`src/rtl/seq_div.sv`:
```
// seq_div: 32-bit sequential restoring divider (signed DIV / unsigned DIVU).
//
// An accepted request spends 32 cycles in CALC, producing one quotient bit
// per cycle on operand magnitudes. One SIGN cycle then applies the sign
// correction, writes HI (remainder) and LO (quotient), and pulses done.
// A zero divisor yields LO=all-ones and HI=latched dividend, with div_zero set.
//
// Optional build macro:
//   DIV_ZERO_FAST_EN - a zero divisor skips CALC; results and done appear
//                      one cycle after accept instead of 33.
module seq_div (
    input  logic        clk,
    input  logic        rst,
    input  logic        start,
    input  logic        sign_flag,
    input  logic [31:0] A,
    input  logic [31:0] B,
    output logic        busy,
    output logic        done,
    output logic [31:0] HI,
    output logic [31:0] LO,
    output logic        div_zero
);

    typedef enum logic [1:0] {
        IDLE = 2'd0,
        CALC = 2'd1,
        SIGN = 2'd2
    } state_t;

    state_t      state_q, state_d;
    logic [4:0]  cnt_q, cnt_d;
    logic [31:0] quo_q, quo_d;      // dividend magnitude shifting out, quotient shifting in
    logic [31:0] rem_q, rem_d;      // partial remainder
    logic [31:0] dvs_q, dvs_d;      // divisor magnitude
    logic [31:0] a_q, a_d;          // raw dividend, needed for the zero-divisor HI value
    logic        a_neg_q, a_neg_d;  // signed mode and dividend negative
    logic        b_neg_q, b_neg_d;  // signed mode and divisor negative
    logic        zero_q, zero_d;    // latched divisor was zero
    logic [31:0] hi_q, hi_d;
    logic [31:0] lo_q, lo_d;
    logic        dz_q, dz_d;
    logic        done_q, done_d;

    // One restoring step: shift next dividend bit into the remainder, subtract if it fits.
    // The true difference is always below 2^32 because the remainder stays below the divisor.
    logic [32:0] rem_shift;
    logic [31:0] rem_diff;
    logic        fits;
    logic [31:0] quo_fix;
    logic [31:0] rem_fix;

    // Datapath helpers for the iteration step and the final sign correction.
    always_comb begin
        rem_shift = {rem_q, quo_q[31]};
        rem_diff  = rem_shift[31:0] - dvs_q;
        fits      = (rem_shift >= {1'b0, dvs_q});
        // Quotient negative iff operand signs differ; remainder follows the dividend.
        // The 0x80000000 / -1 case falls out naturally: magnitudes give 0x80000000, no negation.
        quo_fix   = (a_neg_q ^ b_neg_q) ? (32'd0 - quo_q) : quo_q;
        rem_fix   = a_neg_q ? (32'd0 - rem_q) : rem_q;
    end

    // Next-state and register-update logic; every register holds unless its state acts on it.
    always_comb begin
        state_d = state_q;
        cnt_d   = cnt_q;
        quo_d   = quo_q;
        rem_d   = rem_q;
        dvs_d   = dvs_q;
        a_d     = a_q;
        a_neg_d = a_neg_q;
        b_neg_d = b_neg_q;
        zero_d  = zero_q;
        hi_d    = hi_q;
        lo_d    = lo_q;
        dz_d    = dz_q;
        done_d  = 1'b0;

        unique case (state_q)
            IDLE: begin
                if (start) begin
                    a_d     = A;
                    a_neg_d = sign_flag & A[31];
                    b_neg_d = sign_flag & B[31];
                    quo_d   = (sign_flag & A[31]) ? (32'd0 - A) : A;
                    dvs_d   = (sign_flag & B[31]) ? (32'd0 - B) : B;
                    rem_d   = 32'd0;
                    cnt_d   = 5'd0;
                    zero_d  = (B == 32'd0);
`ifdef DIV_ZERO_FAST_EN
                    state_d = (B == 32'd0) ? SIGN : CALC;
`else
                    state_d = CALC;
`endif
                end
            end

            CALC: begin
                quo_d = {quo_q[30:0], fits};
                rem_d = fits ? rem_diff : rem_shift[31:0];
                cnt_d = cnt_q + 5'd1;
                if (cnt_q == 5'd31) begin
                    state_d = SIGN;
                end
            end

            SIGN: begin
                if (zero_q) begin
                    lo_d = 32'hFFFF_FFFF;
                    hi_d = a_q;
                    dz_d = 1'b1;
                end else begin
                    lo_d = quo_fix;
                    hi_d = rem_fix;
                    dz_d = 1'b0;
                end
                done_d  = 1'b1;
                state_d = IDLE;
            end

            default: begin
                state_d = IDLE;
            end
        endcase
    end

    // State and datapath registers with synchronous reset that aborts any divide.
    always_ff @(posedge clk) begin
        if (rst) begin
            state_q <= IDLE;
            cnt_q   <= 5'd0;
            quo_q   <= 32'd0;
            rem_q   <= 32'd0;
            dvs_q   <= 32'd0;
            a_q     <= 32'd0;
            a_neg_q <= 1'b0;
            b_neg_q <= 1'b0;
            zero_q  <= 1'b0;
            hi_q    <= 32'd0;
            lo_q    <= 32'd0;
            dz_q    <= 1'b0;
            done_q  <= 1'b0;
        end else begin
            state_q <= state_d;
            cnt_q   <= cnt_d;
            quo_q   <= quo_d;
            rem_q   <= rem_d;
            dvs_q   <= dvs_d;
            a_q     <= a_d;
            a_neg_q <= a_neg_d;
            b_neg_q <= b_neg_d;
            zero_q  <= zero_d;
            hi_q    <= hi_d;
            lo_q    <= lo_d;
            dz_q    <= dz_d;
            done_q  <= done_d;
        end
    end

    // Output mapping; busy covers both CALC and SIGN.
    always_comb begin
        busy     = (state_q != IDLE);
        done     = done_q;
        HI       = hi_q;
        LO       = lo_q;
        div_zero = dz_q;
    end

endmodule

```
`config.mk`:
```
export PLATFORM = sky130hd
export DESIGN_NAME = seq_div
export DESIGN_NICKNAME = d
export VERILOG_FILES = /design/src/rtl/seq_div.sv
export SDC_FILE = /design/constraint.sdc
export NUM_CORES = 1
export LEC_CHECK = 0
export ABC_AREA = 1
export BUFFER_PORTS_ARGS = -buffer_cell sky130_fd_sc_hd__buf_2
export CAP_MARGIN = 10
export CELL_PAD_IN_SITES_DETAIL_PLACEMENT = 1
export CELL_PAD_IN_SITES_GLOBAL_PLACEMENT = 1
export CORE_ASPECT_RATIO = 1.25
export CORE_MARGIN = 8
export CORE_UTILIZATION = 43
export CTS_CLUSTER_DIAMETER = 60
export DETAILED_ROUTE_END_ITERATION = 16
export PLACE_DENSITY = 0.91
export SLEW_MARGIN = 10
export SYNTH_ARGS = -nofsm -noshare
export SYNTH_HDL_FRONTEND = slang
export SYNTH_SLANG_ARGS = --single-unit
export TNS_END_PERCENT = 100
```
`constraint.sdc`:
```
create_clock -name clk -period 2.5 [get_ports clk]
set_clock_uncertainty 0.05 [all_clocks]
set_input_delay 0.125 -clock clk [delete_from_list [all_inputs] [get_ports clk]]
set_output_delay 0.125 -clock clk [all_outputs]
set_load 0.01 [all_outputs]
```
==> impl_metrics.tcl, run 1 <==
set metrics [dict create \
    path_cells "nor2_1 > nand3_1 > nor4_1 > nand3_1 > nor2_2 > o21ai_0 > nand2_1 > o21bai_1 > inv_1" \
    vias 16867 \
    place_congestion 1.05 \
    r2r_slack_ns 0.008 \
    setup_violations 0 \
    period_minus_slack_ns 2.49 \
    wl_um 64200 \
    cts_max_level 1 \
    ios 135 \
    use_met1 0.314 \
    syn_inst 2303 \
    pwr-share-clk 0.147 \
    r2r_end "LO[31]" \
    crit_end "LO[31]" \
    synthFlopType "dfxtp_1" \
    drc 0 \
    status "complete, no violations" \
    cts_root_buf "clkbuf_16" \
    ys_seq_area_frac 0.284 \
    post-route-util 0.525 \
    tightest_slew_ns 0.951 \
    synthesis.area_mm2 0.0144 \
    yosysTopAreaCell "dfxtp_1" \
    p_sw_mw 13.6 \
    cts_made_buffers 23 \
    crit_top_cell "nand3_1" \
    grtUsageMet2 0.574 \
    start_util 0.433 \
    antenna_found_initial 6 \
    grt_max_degree 132 \
    drt_iter0_markers 1122 \
    cp-start-kind "register" \
    r2r-start "quo_q[13]" \
    drtPass1Iterations 5 \
    slowest_stage "nor4_1" \
    reg2reg_depth 9 \
    seq_power_share 0.166 \
    dp_cells 2835 \
    ant_nets 0 \
    synthesis.yosys.warnings 0 \
    dpl.hpwl_um 43600 \
    synth_edf_count 0 \
    cp.arrival_ns 2.93 \
    die_h_um 220 \
    final_cells 2943 \
    die_x_um 180 \
    synth_top_area_share 0.284 \
    row_count 75 \
    synth.net_count 2410 \
    use_met3 0.0422 \
    intPower_mw 11.9 \
    fmax_mhz 401 \
    core_region_area_mm2 0.0332 \
    max-vdd-ir-drop_mv 0.855 \
    synth_most_common_cell "nand2_1" \
    cp-startpoint "quo_q[13]" \
    endpoint_kind "register" \
    p_leak_nw 8.46 \
    via_per_inst 5.73 \
    clk_latency_ns 0.54 \
    fin_crit_sh 0.997 \
    cts_tree "built" \
    p_per_area_mw_per_mm2 1470 \
    cap_violations 0 \
    dieArea_mm2 0.0396 \
    finalHoldViolations 0 \
    synth_area_leaders "dfxtp_1, nand2_1, inv_1, nand3_1, nor2_1" \
    timing.slew.headroom 0.365 \
    gr-total-overflow 0 \
    yosysUniqueCellTypes 53 \
    critical_path.max_stage_delay_ns 0.45 \
    worstPathMaxFanout 5 \
    final_nets 2604 \
    routedWlPerCell_um 21.8 \
    critical_path_class "register to register" \
    p_sw_frac 0.533 \
    ys_async_sr_fraction 0 \
    syn2layout_area_growth_pct 21.3 \
    syn_avg_cell_area_um2 6.24 \
    slew_viol_final 0 \
    holdWs_ns 0.00863 \
    synth_top_cells_by_count "nand2_1, inv_1, nor2_1" \
    ys_seq_elements 204 \
    clock_path_buffers 3 \
    grt_pass1_vias 18311 \
    grt_first_pass_wirelength_um 98400 \
    hold_class "input pin to register" \
    clk_pin_slew_ns 0.07 \
    power_frac_comb 0.688 \
    grt_usage 0.309 \
    cts.sink_count 204 \
    worstPathRequired_ns 2.94 \
    gr-max-usage-layer "met2" \
    place.port_buffers 134 \
    drive_gt1_frac 0.181 \
]
==> state kept, by name, indices dropped and copies added, names as in the netlist <==
| register | flops |
|---|---|
| b_neg_q | 1 |
| state_q | 2 |
| quo_q | 32 |
| a_neg_q | 1 |
| dvs_q | 32 |
| cnt_q | 5 |
| done | 1 |
| HI | 32 |
| a_q | 32 |
| zero_q | 1 |
| div_zero | 1 |
| rem_q | 32 |
| LO | 32 |
==> layout make-up <==
type	instances	area, um2
fillers	4528	15800
multi-input cells	1620	8620
flip-flops and latches	204	4100
repair buffers	262	1900
inverters	386	1450
clock buffers	26	607
well taps	423	529
clock inverters	16	208
diodes	6	15.0
==> power groups by stage <==
stage / sequential (mW) / combinational, mW / clock [mW]
2_1_floorplan: 4.07 / 11.6 / 0
3_3_place_gp: 4.17 / 15.7 / 0
3_5_place_dp: 4.19 / 16.2 / 0
4_1_cts: 4.14 / 16.6 / 3.72
5_1_grt: 4.27 / 19.0 / 3.87
6_report: 4.24 / 17.6 / 3.75
==> placed cells by master, fill, tap and decap left out, types with 24 or more instances in the layout <==
cell | Yosys | routed
a21oi_2 | 31 | 32
buf_4 | 4 | 61
buf_2 | 12 | 133
nor3_1 | 35 | 33
xor2_1 | 26 | 26
ha_1 | 38 | 26
dlygate4sd3_1 | 0 | 55
a21oi_1 | 99 | 97
a31oi_1 | 35 | 35
nand2_1 | 561 | 549
nand3_1 | 180 | 178
o21ai_0 | 125 | 124
nor2_1 | 230 | 217
nand2_2 | 42 | 53
inv_1 | 374 | 371
dfxtp_1 | 204 | 189
nand4_1 | 24 | 24
nand3_2 | 34 | 36
==> per-layer routing <==
metal  up-vias  part of all wire
met3       269             0.046
met5         -                 0
li1       7781                 -
met4         0             0.080
met2       632              0.50
met1      8185              0.37
==> cells by family (layout without fill, tap and decap cells) <==
family,count (synthesis),in the layout,share of synthesized area
AOI/OAI and AO/OA,379,379,0.160
xor gates and xnor gates,48,48,0.0293
adders and majority gates,39,39,0.0345
buffers and inverters,479,690,0.133
DFF,204,204,0.284
other,0,6,0
and+or+nand+nor,1154,1154,0.359
==> through the flow <==
step                power (mW)  cell area (um2)  worst slack, ns  TNS, ns
floorplan                 15.7            14400            0.525        0
global placement          19.9            15800          -0.0111   -0.103
detailed placement        20.4            15800          -0.0243  -0.0931
CTS                       24.5            17100          0.00412        0
global route              27.2            17400          -0.0727   -0.197
finish                    25.6            17400          0.00820        0
==> worst min path at each step <==
stage	startpoint	end	slack, ns	cells after the start
floorplan	A[2]	a_q[2]	0.20	2
global route	B[6]	dvs_q[6]	0.05	5
global placement	A[2]	a_q[2]	0.36	3
CTS	B[6]	dvs_q[6]	0.004	5
finish	B[6]	dvs_q[6]	0.009	5
detailed placement	A[2]	a_q[2]	0.37	3
==> worst max-delay path, delay by kind of cell, from the launching register on <==
kind                   cells  cell delay (ns)
and+or+nand+nor            6             1.71
AOI/OAI and AO/OA          2             0.24
buffers and inverters      1             0.07
DFF                        1             0.36
==> timing repair <==
item,CTS,global route
setup buffers,0,4
pin swaps,0,4
hold buffers,55,1
setup endpoints to repair,30,47
endpoints found under the hold margin,79,1
gates resized for setup,5,71
Note: power is estimated with default switching activity, not from simulation.
==> run 2: changes to the inputs <==
--- a/config.mk
+++ b/config.mk
@@ -13,9 +13,9 @@
 export CORE_ASPECT_RATIO = 1.25
 export CORE_MARGIN = 8
 export CORE_UTILIZATION = 43
-export CTS_CLUSTER_DIAMETER = 60
 export DETAILED_ROUTE_END_ITERATION = 16
 export PLACE_DENSITY = 0.91
+export RECOVER_POWER = 25
 export SLEW_MARGIN = 10
 export SYNTH_ARGS = -nofsm -noshare
 export SYNTH_HDL_FRONTEND = slang
==> run 2 against run 1 <==
Net effect:
- highest routed layer unchanged
- final cell count decreased by 0.20%
- via count increased by 0.10%
- utilization decreased by 0.32 points
- die area unchanged
- register-to-register slack improved by 0.07 ns
- first-iteration DRC count increased by 10%
- clock-buffer cell count increased by 3
==> impl_metrics.tcl, run 2 (synthesized netlist as in run 1, its figures left out) <==
set metrics [dict create \
    status "complete, no violations" \
    ant_nets 0 \
    final_nets 2603 \
    cts_max_level 1 \
    syn2layout_area_growth_pct 20.5 \
    worstPathMaxFanout 4 \
    hold_class "input pin to register" \
    dpl.hpwl_um 43600 \
    grt_usage 0.308 \
    cp.arrival_ns 2.83 \
    power_frac_comb 0.680 \
    pwr-share-clk 0.155 \
    grt_first_pass_wirelength_um 98600 \
    setup_violations 0 \
    wl_um 63700 \
    mostFrequentLayoutCells "nand2_1, inv_1, nor2_1, dfxtp_1, nand3_1" \
    max-vdd-ir-drop_mv 1.12 \
    dp_cells 2835 \
    slowest_stage "ha_1" \
    worstPathRequired_ns 2.90 \
    clk_latency_ns 0.54 \
    row_count 75 \
    ios 135 \
    antenna_found_initial 2 \
    p_sw_mw 13.4 \
    timing.critical_path.max_delay_family "simple AND/OR/NAND/NOR gates" \
    die_h_um 220 \
    p_sw_frac 0.527 \
    cts_made_buffers 23 \
    timing.slew.headroom 0.367 \
    whs_path_depth 4 \
    vias 16884 \
    drc 0 \
    die_x_um 180 \
    fillCellCount 4582 \
    drive_gt1_frac 0.150 \
    clk_pin_slew_ns 0.07 \
    via_per_inst 5.75 \
    seq_power_share 0.166 \
    mostFrequentLayoutCell "nand2_1" \
    endpoint_kind "register" \
    cp.depth 12 \
    report.power.total_mw 25.4 \
    reg2reg_depth 12 \
    period_minus_slack_ns 2.42 \
    critical_path.max_stage_delay_ns 0.39 \
    start_util 0.433 \
    drtPass1Iterations 5 \
    clock_path_buffers 3 \
    drt_iter0_markers 1238 \
    cts_root_buf "clkbuf_16" \
    path_cells "inv_1 > ha_1 > nand2_1 > nor2_1 > inv_1 > nor2_2 > nand4_1 > nand4_1 > nand2_1 > nand2_2 > nand3_2 > a21oi_2" \
    cp-start-kind "register" \
    cts_tree "built" \
    rsz0062_at_grt "true" \
    intPower_mw 12.0 \
    grt_pass1_vias 18086 \
    tightest_slew_ns 0.948 \
    cap_violations 0 \
    place.port_buffers 134 \
    p_per_area_mw_per_mm2 1470 \
    cts.sink_count 204 \
    grt_max_degree 132 \
    fmax_mhz 413 \
    gr-total-overflow 0 \
    routedWlPerCell_um 21.7 \
    p_leak_nw 8.18 \
    place_congestion 1.05 \
    finalHoldViolations 0 \
    slew_viol_final 0 \
    critical_path_class "register to register" \
    fin_setup_tns_ns 0 \
    dieArea_mm2 0.0396 \
    worst-path-buf-inv 2 \
    fin_crit_sh 0.970 \
    final_cells 2937 \
    core_region_area_mm2 0.0332 \
]
[run 2: cell types whose count changed in the layout (fill, tap and decap cells not counted), sizes merged]
cell          before  now
buf              206  139
bufinv             4    6
clkbuf            26   95
clkinv             7    8
clkinvlp           5    1
diode              6    2
dlygate4sd3       55   56
dlymetal6s4s       1    0
inv              386  383
[run 2: power groups by stage]
stage | logic [mW] | clock network, mW | registers (mW)
detailed placement | 16.2 | 0 | 4.19
global placement | 15.7 | 0 | 4.17
global route | 18.7 | 4.05 | 4.25
finish | 17.3 | 3.93 | 4.21
floorplan | 11.6 | 0 | 4.07
CTS | 16.5 | 3.91 | 4.14
[run 2: worst paths after layout]
kind,from,to,slack (ns)
max,dvs_q[10],rem_q[18],0.08
min reg2reg,a_q[9],a_q[9],0.42
min,rst,quo_q[16],0.05
max reg2reg,dvs_q[10],rem_q[18],0.08
[run 2: area by class of cell]
class / count / area [um2] / share of cell area
tap: 423 / 529 / 0.0306
multi-input combinational: 1620 / 8600 / 0.497
antenna: 2 / 5.00 / 0.000289
sequential: 204 / 4090 / 0.236
clock buffer: 29 / 628 / 0.0363
clock inverter: 12 / 216 / 0.0125
timing repair buffer: 261 / 1800 / 0.104
inverter: 386 / 1450 / 0.0836
[run 2: tightest hold or removal path, stage by stage]
cell and delay [ns]:
buf_4 0.11, inv_2 0.19, nand2_1 0.13, inv_1 0.03
[run 2: stage by stage]
step | cell area (um2) | util | setup WS, ns | hold WS [ns]
finish | 17300 | 0.522 | 0.0761 | 0.0509
floorplan | 14400 | - | 0.525 | 0.203
CTS | 17200 | 0.517 | 0.00452 | 0.0166
global placement | 15800 | 0.474 | -0.0111 | 0.362
detailed placement | 15800 | 0.474 | -0.0243 | 0.373
global route | 17300 | 0.522 | -0.113 | 0.0721
[run 2: per-layer routing]
layer,track usage,share of wire,vias up
met1,0.322,0.37,8183
li1,-,-,7767
met4,0.211,0.073,0
met2,0.578,0.51,684
met5,0,0,-
met3,0.0360,0.047,250
[run 2: repair_timing]
item,in CTS,in global routing
pin swaps,0,6
setup endpoints to repair,24,46
hold buffers,56,0
gates resized for setup,2,59
gates cloned,0,0
buffers inserted,0,3
endpoints found under the hold margin,76,0
